### config.mk
export PLATFORM = sky130hd
export DESIGN_NAME = filter_step_sequencer
export DESIGN_NICKNAME = d
export VERILOG_FILES = /design/src/rtl/filter_step_sequencer.sv
export SDC_FILE = /design/constraint.sdc
export NUM_CORES = 1
export LEC_CHECK = 0
export ABC_CLOCK_PERIOD_IN_PS = 4200
export BUFFER_PORTS_ARGS = -buffer_cell sky130_fd_sc_hd__buf_2
export CAP_MARGIN = 40
export CORE_MARGIN = 2
export CORE_UTILIZATION = 37
export DETAILED_ROUTE_END_ITERATION = 8
export PLACE_DENSITY = 0.59
export SYNTH_ARGS = -nofsm -noshare
export SYNTH_HDL_FRONTEND = slang
export SYNTH_SLANG_ARGS = --single-unit
export TNS_END_PERCENT = 100
### constraint.sdc
create_clock -name clk -period 4.2 [get_ports clk]
set_clock_uncertainty 0.15 [all_clocks]
set_input_delay 0.21 -clock clk [delete_from_list [all_inputs] [get_ports clk]]
set_output_delay 0.21 -clock clk [all_outputs]
set_load 0.02 [all_outputs]
### src/rtl/filter_step_sequencer.sv
// Step-response sequencer: holds a filter in reset, then walks a programmed table of
// input levels, timing how long v_out takes to settle near each step's target.
module filter_step_sequencer #(
  parameter int WIDTH      = 18,
  parameter int NUM_STEPS  = 4,
  parameter int IDX_W      = $clog2(NUM_STEPS),
  parameter int TOL        = 16,
  parameter int SETTLE_CNT = 4,
  parameter int TIMEOUT    = 1000,
  parameter int CNT_W      = $clog2(TIMEOUT + 1),
  parameter int RST_CYCLES = 2
) (
  input  logic                    clk,
  input  logic                    rst,
  input  logic                    cfg_we,
  input  logic [IDX_W-1:0]        cfg_addr,
  input  logic signed [WIDTH-1:0] cfg_level,
  input  logic signed [WIDTH-1:0] cfg_target,
  input  logic                    start,
  output logic                    busy,
  output logic                    done,
  output logic signed [WIDTH-1:0] v_in,
  output logic                    filt_rst,
  input  logic signed [WIDTH-1:0] v_out,
  output logic                    res_valid,
  output logic [IDX_W-1:0]        res_step,
  output logic [CNT_W-1:0]        res_cycles,
  output logic                    res_timeout
);

  localparam int IB_W = $clog2(SETTLE_CNT + 1);
  localparam int RC_W = $clog2(RST_CYCLES + 1);

  typedef enum logic [1:0] {IDLE, FRST, RUN, DONE} state_t;

  state_t state, state_nx;

  logic signed [WIDTH-1:0] lvl_tab [NUM_STEPS];
  logic signed [WIDTH-1:0] tgt_tab [NUM_STEPS];

  logic [IDX_W-1:0] idx;
  logic [CNT_W-1:0] cnt;
  logic [IB_W-1:0]  ib;
  logic [RC_W-1:0]  rcnt;

  logic signed [WIDTH:0] err_p0;
  logic                  in_band_p0;
  logic                  settle_p0;
  logic                  tmo_p0;
  logic                  step_end_p0;
  logic                  last_p0;

  // Magnitude of a WIDTH+1 error; the most negative value maps to 2^WIDTH unsigned.
  function automatic logic [WIDTH:0] abs_err(input logic signed [WIDTH:0] e);
    return e[WIDTH] ? (~e + 1'b1) : e;
  endfunction

  // Stage p0: band test on the live filter output
  assign err_p0      = {v_out[WIDTH-1], v_out} - {tgt_tab[idx][WIDTH-1], tgt_tab[idx]};
  assign in_band_p0  = abs_err(err_p0) <= (WIDTH+1)'(TOL);
  assign settle_p0   = (state == RUN) && in_band_p0 && (ib == IB_W'(SETTLE_CNT - 1));
  assign tmo_p0      = (state == RUN) && (cnt == CNT_W'(TIMEOUT));
  assign step_end_p0 = settle_p0 || tmo_p0;
  assign last_p0     = (idx == IDX_W'(NUM_STEPS - 1));

  always_ff @(posedge clk or negedge rst) begin
    if (!rst) state <= IDLE;
    else      state <= state_nx;
  end

  always_comb begin
    state_nx = state;
    busy     = 1'b1;
    done     = 1'b0;
    filt_rst = 1'b0;
    v_in     = lvl_tab[idx];
    case (state)
      IDLE: begin
        busy     = 1'b0;
        filt_rst = 1'b1;
        v_in     = '0;
        if (start) state_nx = FRST;
      end
      FRST: begin
        filt_rst = 1'b1;
        if (rcnt == RC_W'(RST_CYCLES - 1)) state_nx = RUN;
      end
      RUN: begin
        if (step_end_p0 && last_p0) state_nx = DONE;
      end
      DONE: begin
        done     = 1'b1;
        state_nx = IDLE;
      end
      default: state_nx = IDLE;
    endcase
  end

  always_ff @(posedge clk or negedge rst) begin
    if (!rst) begin
      for (int i = 0; i < NUM_STEPS; i++) begin
        lvl_tab[i] <= '0;
        tgt_tab[i] <= '0;
      end
    end else if (cfg_we && (state == IDLE)) begin
      lvl_tab[cfg_addr] <= cfg_level;
      tgt_tab[cfg_addr] <= cfg_target;
    end
  end

  always_ff @(posedge clk or negedge rst) begin
    if (!rst) begin
      idx  <= '0;
      cnt  <= '0;
      ib   <= '0;
      rcnt <= '0;
    end else begin
      case (state)
        IDLE: begin
          if (start) begin
            idx  <= '0;
            rcnt <= '0;
          end
        end
        FRST: begin
          rcnt <= rcnt + RC_W'(1);
          cnt  <= CNT_W'(1);
          ib   <= '0;
        end
        RUN: begin
          if (step_end_p0) begin
            // The filter keeps running across steps; only the step bookkeeping restarts.
            if (!last_p0) idx <= idx + IDX_W'(1);
            cnt <= CNT_W'(1);
            ib  <= '0;
          end else begin
            cnt <= cnt + CNT_W'(1);
            ib  <= in_band_p0 ? ib + IB_W'(1) : '0;
          end
        end
        default: ;
      endcase
    end
  end

  // Stage p1: registered per-step result
  always_ff @(posedge clk or negedge rst) begin
    if (!rst) begin
      res_valid   <= 1'b0;
      res_step    <= '0;
      res_cycles  <= '0;
      res_timeout <= 1'b0;
    end else begin
      res_valid <= 1'b0;
      if (step_end_p0) begin
        res_valid   <= 1'b1;
        res_step    <= idx;
        res_timeout <= !settle_p0;
        res_cycles  <= settle_p0 ? cnt - CNT_W'(SETTLE_CNT - 1) : CNT_W'(TIMEOUT);
      end
    end
  end

endmodule

==> results of run 1 <==
-- cells by family (layout without fill, tap and decap cells) --
logic type / Yosys count / after routing
AO/OA/AOI/OAI: 113 / 113
XOR/XNOR: 20 / 20
adder cells (fa/ha/maj): 29 / 29
buffers and inverters: 82 / 285
flip-flops: 177 / 177
multiplexers: 192 / 192
other: 0 / 2
AND/OR/NAND/NOR: 161 / 161
-- synth_stat cells (all sizes together) (9+ instances only) --
cell and number:
ha 28, nand2 34, mux4 36, nand3 20, clkbuf 34, dfrtp 177, and2 18, o21ai 20
nor2 29, mux2i 9, inv 37, nor3 18, buf 11, a211oi 9, xnor2 12, mux2 147
a21oi 30
-- layer usage --
layer / GRT usage, % / vias to the layer above
li1: - / 3231
met1: 22.6 / 3488
met2: 29.6 / 97
met3: 2.99 / 16
met4: 4.66 / 0
met5: 0 / -
-- stage by stage --
stage	TNS, ns	std cells
2_1_floorplan	0	774
3_3_place_gp	-2.11	1215
3_5_place_dp	-4.39	1217
4_1_cts	-0.00160	1296
5_1_grt	-3.10	1309
6_report	0	1309
-- state kept, by name, indices dropped and copies added, names as in the netlist --
| signal | flops |
|---|---|
| state | 2 |
| res_cycles | 10 |
| res_valid | 1 |
| idx | 2 |
| res_step | 2 |
| res_timeout | 1 |
| lvl_tab | 72 |
| tgt_tab | 72 |
| cnt | 10 |
| rcnt | 2 |
| ib | 3 |
-- cell type report --
| class | count | share of cell area [%] |
|---|---|---|
| Inverter | 37 | 1.12 |
| Sequential cell | 177 | 35.7 |
| Antenna cell | 2 | 0.0403 |
| Multi-Input combinational cell | 515 | 42.1 |
| Clock inverter | 15 | 1.50 |
| Timing Repair Buffer | 216 | 12.8 |
| Clock buffer | 17 | 3.42 |
| Tap cell | 330 | 3.32 |
-- report_power, final --
group | switching, W | total (W) | leakage (nW) | internal (W)
Combinational | 0.00263 | 0.00542 | 2.99 | 0.00279
Sequential | 0.000368 | 0.00279 | 2.13 | 0.00243
Clock | 0.000793 | 0.00160 | 0.297 | 0.000811
Total | 0.00379 | 0.00981 | 5.42 | 0.00603
-- repair_timing --
item | in CTS | in global routing
hold buffers | 38 | 0
pin swaps | 15 | 22
setup endpoints to repair | 31 | 31
setup buffers | 9 | 13
endpoints found under the hold margin | 216 | 0
gates cloned | 0 | 0
gates resized for setup | 25 | 63
-- worst max path at each step --
stage	start	endpoint	depth (start not counted)
after CTS	idx[0]	res_cycles[3]	17
after global routing	idx[0]	res_cycles[3]	17
final	idx[0]	res_cycles[6]	14
after detailed placement	idx[0]	cnt[6]	15
after floorplan	idx[0]	res_step[0]	15
after global placement	idx[0]	cnt[4]	15
==> flow_metrics.tcl, run 1 <==
set metrics [dict create \
    status "finished, final reports clean" \
    drc_errors 0 \
    core_sq_um 25300 \
    netlist.area_leader.share_pct 46.3 \
    n_fill_cell 2272 \
    holdWs_ns 0.185 \
    vias 6832 \
    synth_xor_area_share_pct 1.91 \
    synth_nets 863 \
    async_reset_ff_share_pct 100 \
    clkTransAtPathRegs_ns 0.08 \
    die_h_um 165 \
    gp_congestion 0.827 \
    wl_met2_um 11400 \
    period_needed_ns 4.19 \
    worst_slack_ns 0.00604 \
    setup_viol 0 \
    via_per_inst 5.22 \
    ys_seq_elements 177 \
    cts_root_buffer "clkbuf_16" \
    worstPathRequired_ns 4.40 \
    grt_max_degree 75 \
    synthMuxAreaShare_pct 26.8 \
    multiInputGateArea_sq_um 5230 \
    worst_slew_pin_slew_ns 0.839 \
    final_cell_area_sq_um 12400 \
    path_max_fanout 6 \
    fin_nets 1053 \
    dr_wl_met3_um 603 \
    synth_ff_type "dfrtp_1" \
    die_w_um 165 \
    rr_startpoint "idx[0]" \
    h-tree-depth 4 \
    rows 58 \
    powerDensity_nw_per_um2 790 \
    power.total_w 0.00981 \
    synthesis.area_per_instance_sq_um 12.4 \
    area_delta_synth_final_pct 29.9 \
    antenna_found_initial 2 \
    finish.utilization_pct 49.2 \
    synth_top_family_by_area "multiplexers" \
    grt_util_all_layers_pct 17.2 \
    cap_violations 0 \
    cpMostUsedCell "buf_6" \
    critPathArrivalTime_ns 4.39 \
    grt_overflow 0 \
    drive_gt1_share_pct 48.4 \
    ir_worst_vdd_mv 0.369 \
    critical_path_class "flop to flop" \
    p_leak_nw 5.42 \
    synth-adder-area-share_pct 3.87 \
    synthCells 774 \
    clock_latency_ns 0.43 \
    synth-edff-count 0 \
    final_hold_viol_count 0 \
    cp_slowest_cell "mux4_2" \
    wirelength_um 22500 \
    drt_iter0_drc 287 \
    dieArea_sq_um 27200 \
    io_pins 95 \
    synth_area_sq_um 9560 \
    yosysSeqAreaShare_pct 46.3 \
    synth_compound_area_share_pct 8.63 \
    firstDrtPassIters 4 \
    ant_nets 0 \
    clock.fmax_mhz 238 \
    port_buffers 94 \
    synth_top_area_cell "dfrtp_1" \
    rsz0062_at_grt "yes" \
    max_stage_delay_ns 0.53 \
    fin_crit_sh_pct 99.9 \
    yosysWarnings 0 \
    final_cell_mix "dfrtp_1 (175), mux2_2 (144), buf_2 (93)" \
    cts_buffer_depth 2 \
    synth_cell_types 74 \
    numCtsBuffers 17 \
    crit_family "compound AO/OA/AOI/OAI gates" \
    grt_pass1_wl_um 36700 \
    maxSlewViolCount 0 \
    crit_path_start_kind "flop" \
    rr_worst_depth 14 \
    wl_met1_um 10200 \
    seqCellArea_sq_um 4430 \
    hp-class "input pin to async pin" \
    synthTopCellsByArea "dfrtp_1 (46%), mux2_2 (17%), mux4_2 (8.5%)" \
    pre_cts_slack_ns -0.222 \
    placed_area_sq_um 10800 \
    r2r-end "res_cycles[6]" \
    grt_pass1_vias 7077 \
    dp_hpwl_um 15400 \
    crit_buf_inv 3 \
    rrSetupSlack_ns 0.006 \
    initial_core_util_pct 37.9 \
    worstSetupEndpointType "flop" \
    detail_route.wl_per_cell_um 17.2 \
    cts.sinks 177 \
    cts_tree "built" \
    synthSimpleGateAreaFrac_pct 9.01 \
    topRoutingLayerUsed "met4" \
    final_common_cell "dfrtp_1" \
    relSlewSlack_pct 44.1 \
    crit_chain "mux4_2, inv_1, ha_4, a21o_4, a221oi_4, buf_6, o21ai_4, xor2_4, nor4b_4, a21boi_2, a2111oi_4, o2111a_2, buf_6, mux2i_1" \
]
Power figures use the tool's default switching activity.
==> run 2: changes to the inputs <==
--- a/config.mk
+++ b/config.mk
@@ -5,13 +5,13 @@
 export SDC_FILE = /design/constraint.sdc
 export NUM_CORES = 1
 export LEC_CHECK = 0
-export ABC_CLOCK_PERIOD_IN_PS = 4200
+export ABC_CLOCK_PERIOD_IN_PS = 4310
 export BUFFER_PORTS_ARGS = -buffer_cell sky130_fd_sc_hd__buf_2
 export CAP_MARGIN = 40
 export CORE_MARGIN = 2
 export CORE_UTILIZATION = 37
 export DETAILED_ROUTE_END_ITERATION = 8
-export PLACE_DENSITY = 0.59
+export PLACE_DENSITY = 0.57
 export SYNTH_ARGS = -nofsm -noshare
 export SYNTH_HDL_FRONTEND = slang
 export SYNTH_SLANG_ARGS = --single-unit
==> constraint.sdc (replaced) <==
create_clock -name clk -period 4.31 [get_ports clk]
set_clock_uncertainty 0.15 [all_clocks]
set_input_delay 0.2155 -clock clk [delete_from_list [all_inputs] [get_ports clk]]
set_output_delay 0.2155 -clock clk [all_outputs]
set_load 0.02 [all_outputs]
==> run 2 against run 1 <==
Against the previous run: hold slack worse by 0.029 ns; setup slack improved by 0.045 ns; core utilization is 2.1 points lower; first-iteration DRC count increased by 4.5%; cell area shrank 4.2%; die area did not move; clock power decreased by 4%; final cell count shrank 2.2%; routed wire length decreased by 2.6%; sequential power decreased by 3%; fmax down 1.5%.
==> flow_metrics.tcl, run 2 (synthesized netlist as in run 1, its figures left out) <==
set metrics [dict create \
    max_stage_delay_ns 0.52 \
    maxSlewViolCount 0 \
    ant_nets 0 \
    vias 6724 \
    firstDrtPassIters 4 \
    grt_max_degree 57 \
    power.total_w 0.00892 \
    wl_met1_um 9840 \
    numCtsBuffers 17 \
    crit_buf_inv 2 \
    finish.utilization_pct 47.2 \
    status "finished, final reports clean" \
    critPathArrivalTime_ns 4.40 \
    worstSetupEndpointType "flop" \
    dr_wl_met3_um 667 \
    crit_family "compound AO/OA/AOI/OAI gates" \
    r2r-end "idx[1]" \
    h-tree-depth 4 \
    via_per_inst 5.25 \
    n_fill_cell 2373 \
    clkTransAtPathRegs_ns 0.07 \
    detail_route.wl_per_cell_um 17.1 \
    cp_slowest_cell "dfrtp_2" \
    crit_path_start_kind "flop" \
    cap_violations 0 \
    rrSetupSlack_ns 0.05 \
    cts_root_buffer "clkbuf_16" \
    antenna_found_initial 0 \
    grt_overflow 0 \
    cts_buffer_depth 2 \
    drc_errors 0 \
    wirelength_um 21900 \
    cts.sinks 177 \
    clock_latency_ns 0.43 \
    powerDensity_nw_per_um2 749 \
    grt_util_all_layers_pct 16.7 \
    fin_nets 1026 \
    top_regs "lvl_tab x72, tgt_tab x72" \
    drt_iter0_drc 300 \
    p_leak_nw 5.22 \
    io_pins 95 \
    dp.cells 1204 \
    clock.fmax_mhz 235 \
    fin_crit_sh_pct 98.8 \
    initial_core_util_pct 37.9 \
    diodes 0 \
    cts_tree "built" \
    gp_congestion 0.783 \
    topRoutingLayerUsed "met4" \
    dp_hpwl_um 15100 \
    crit_chain "buf_6, mux4_2, inv_2, ha_4, a21o_4, a221oi_4, and3_1, a211oi_2, or3_1, a21o_1, a2111oi_4, o2111a_2, nor3_1, a311o_1" \
    final_hold_viol_count 0 \
    worstPathRequired_ns 4.46 \
    ir_worst_vdd_mv 0.326 \
    die_w_um 165 \
    grt_pass1_wl_um 35300 \
    rows 58 \
    fin_cells 1280 \
    wl_met2_um 11100 \
    setup_viol 0 \
    dieArea_sq_um 27200 \
    drive_gt1_share_pct 43.4 \
    rr_startpoint "idx[0]" \
    hp-class "input pin to async pin" \
    cp.depth 14 \
    worst_slew_pin_slew_ns 0.827 \
    core_sq_um 25300 \
    die_h_um 165 \
    rsz0062_at_grt "yes" \
    path_max_fanout 8 \
    relSlewSlack_pct 44.8 \
    final_cell_mix "dfrtp_1 (175), mux2_2 (144), buf_2 (93)" \
    critical_path_class "flop to flop" \
    grt_pass1_vias 6851 \
    final_common_cell "dfrtp_1" \
    period_needed_ns 4.26 \
    port_buffers 94 \
    area_delta_synth_final_pct 24.5 \
    rr_worst_depth 14 \
]
==> run 2: timing repair <==
item,CTS,global route
pin swaps,0,12
hold endpoints to repair,192,0
endpoints found under the setup margin,16,31
gates resized for setup,1,31
hold buffers,38,0
buffers inserted,1,6
==> run 2: power breakdown <==
group | internal [W] | switching, W | total, W
clock network | 0.000859 | 0.000680 | 0.00154
logic | 0.00236 | 0.00230 | 0.00466
registers | 0.00237 | 0.000352 | 0.00272
total | 0.00559 | 0.00333 | 0.00892
==> run 2: worst max path at each step <==
stage	start	endpoint
after floorplan	idx[0]	res_step[0]
after detailed placement	idx[0]	cnt[3]
final	idx[0]	idx[1]
after global placement	idx[0]	idx[1]
after global routing	idx[0]	idx[1]
after CTS	idx[0]	cnt[7]
==> run 2: area by class of cell <==
| cell class | count | area (sq um) | area share [%] |
|---|---|---|---|
| well taps | 330 | 413 | 3.47 |
| repair buffers | 189 | 1370 | 11.5 |
| clock buffers | 21 | 470 | 3.95 |
| clock inverters | 11 | 119 | 0.998 |
| flip-flops and latches | 177 | 4430 | 37.2 |
| inverters | 37 | 139 | 1.17 |
| multi-input cells | 515 | 4970 | 41.7 |
==> run 2: layer usage <==
layer	global-route usage, %	vias to the layer above
met4	4.23	0
met3	2.56	15
met1	21.9	3434
met5	0	-
met2	29.0	98
li1	-	3177
==> run 2: metrics by stage <==
step	instance area [sq um]	setup TNS, ns	hold slack [ns]	setup slack, ns
after floorplan	9570	0	-0.230	0.00805
after global placement	10700	-0.00919	0.285	-0.00919
after detailed placement	10700	-0.233	0.0521	-0.0365
after CTS	11700	0	0.167	0.0153
after global routing	11900	-1.51	0.189	-0.137
final	11900	0	0.157	0.0515
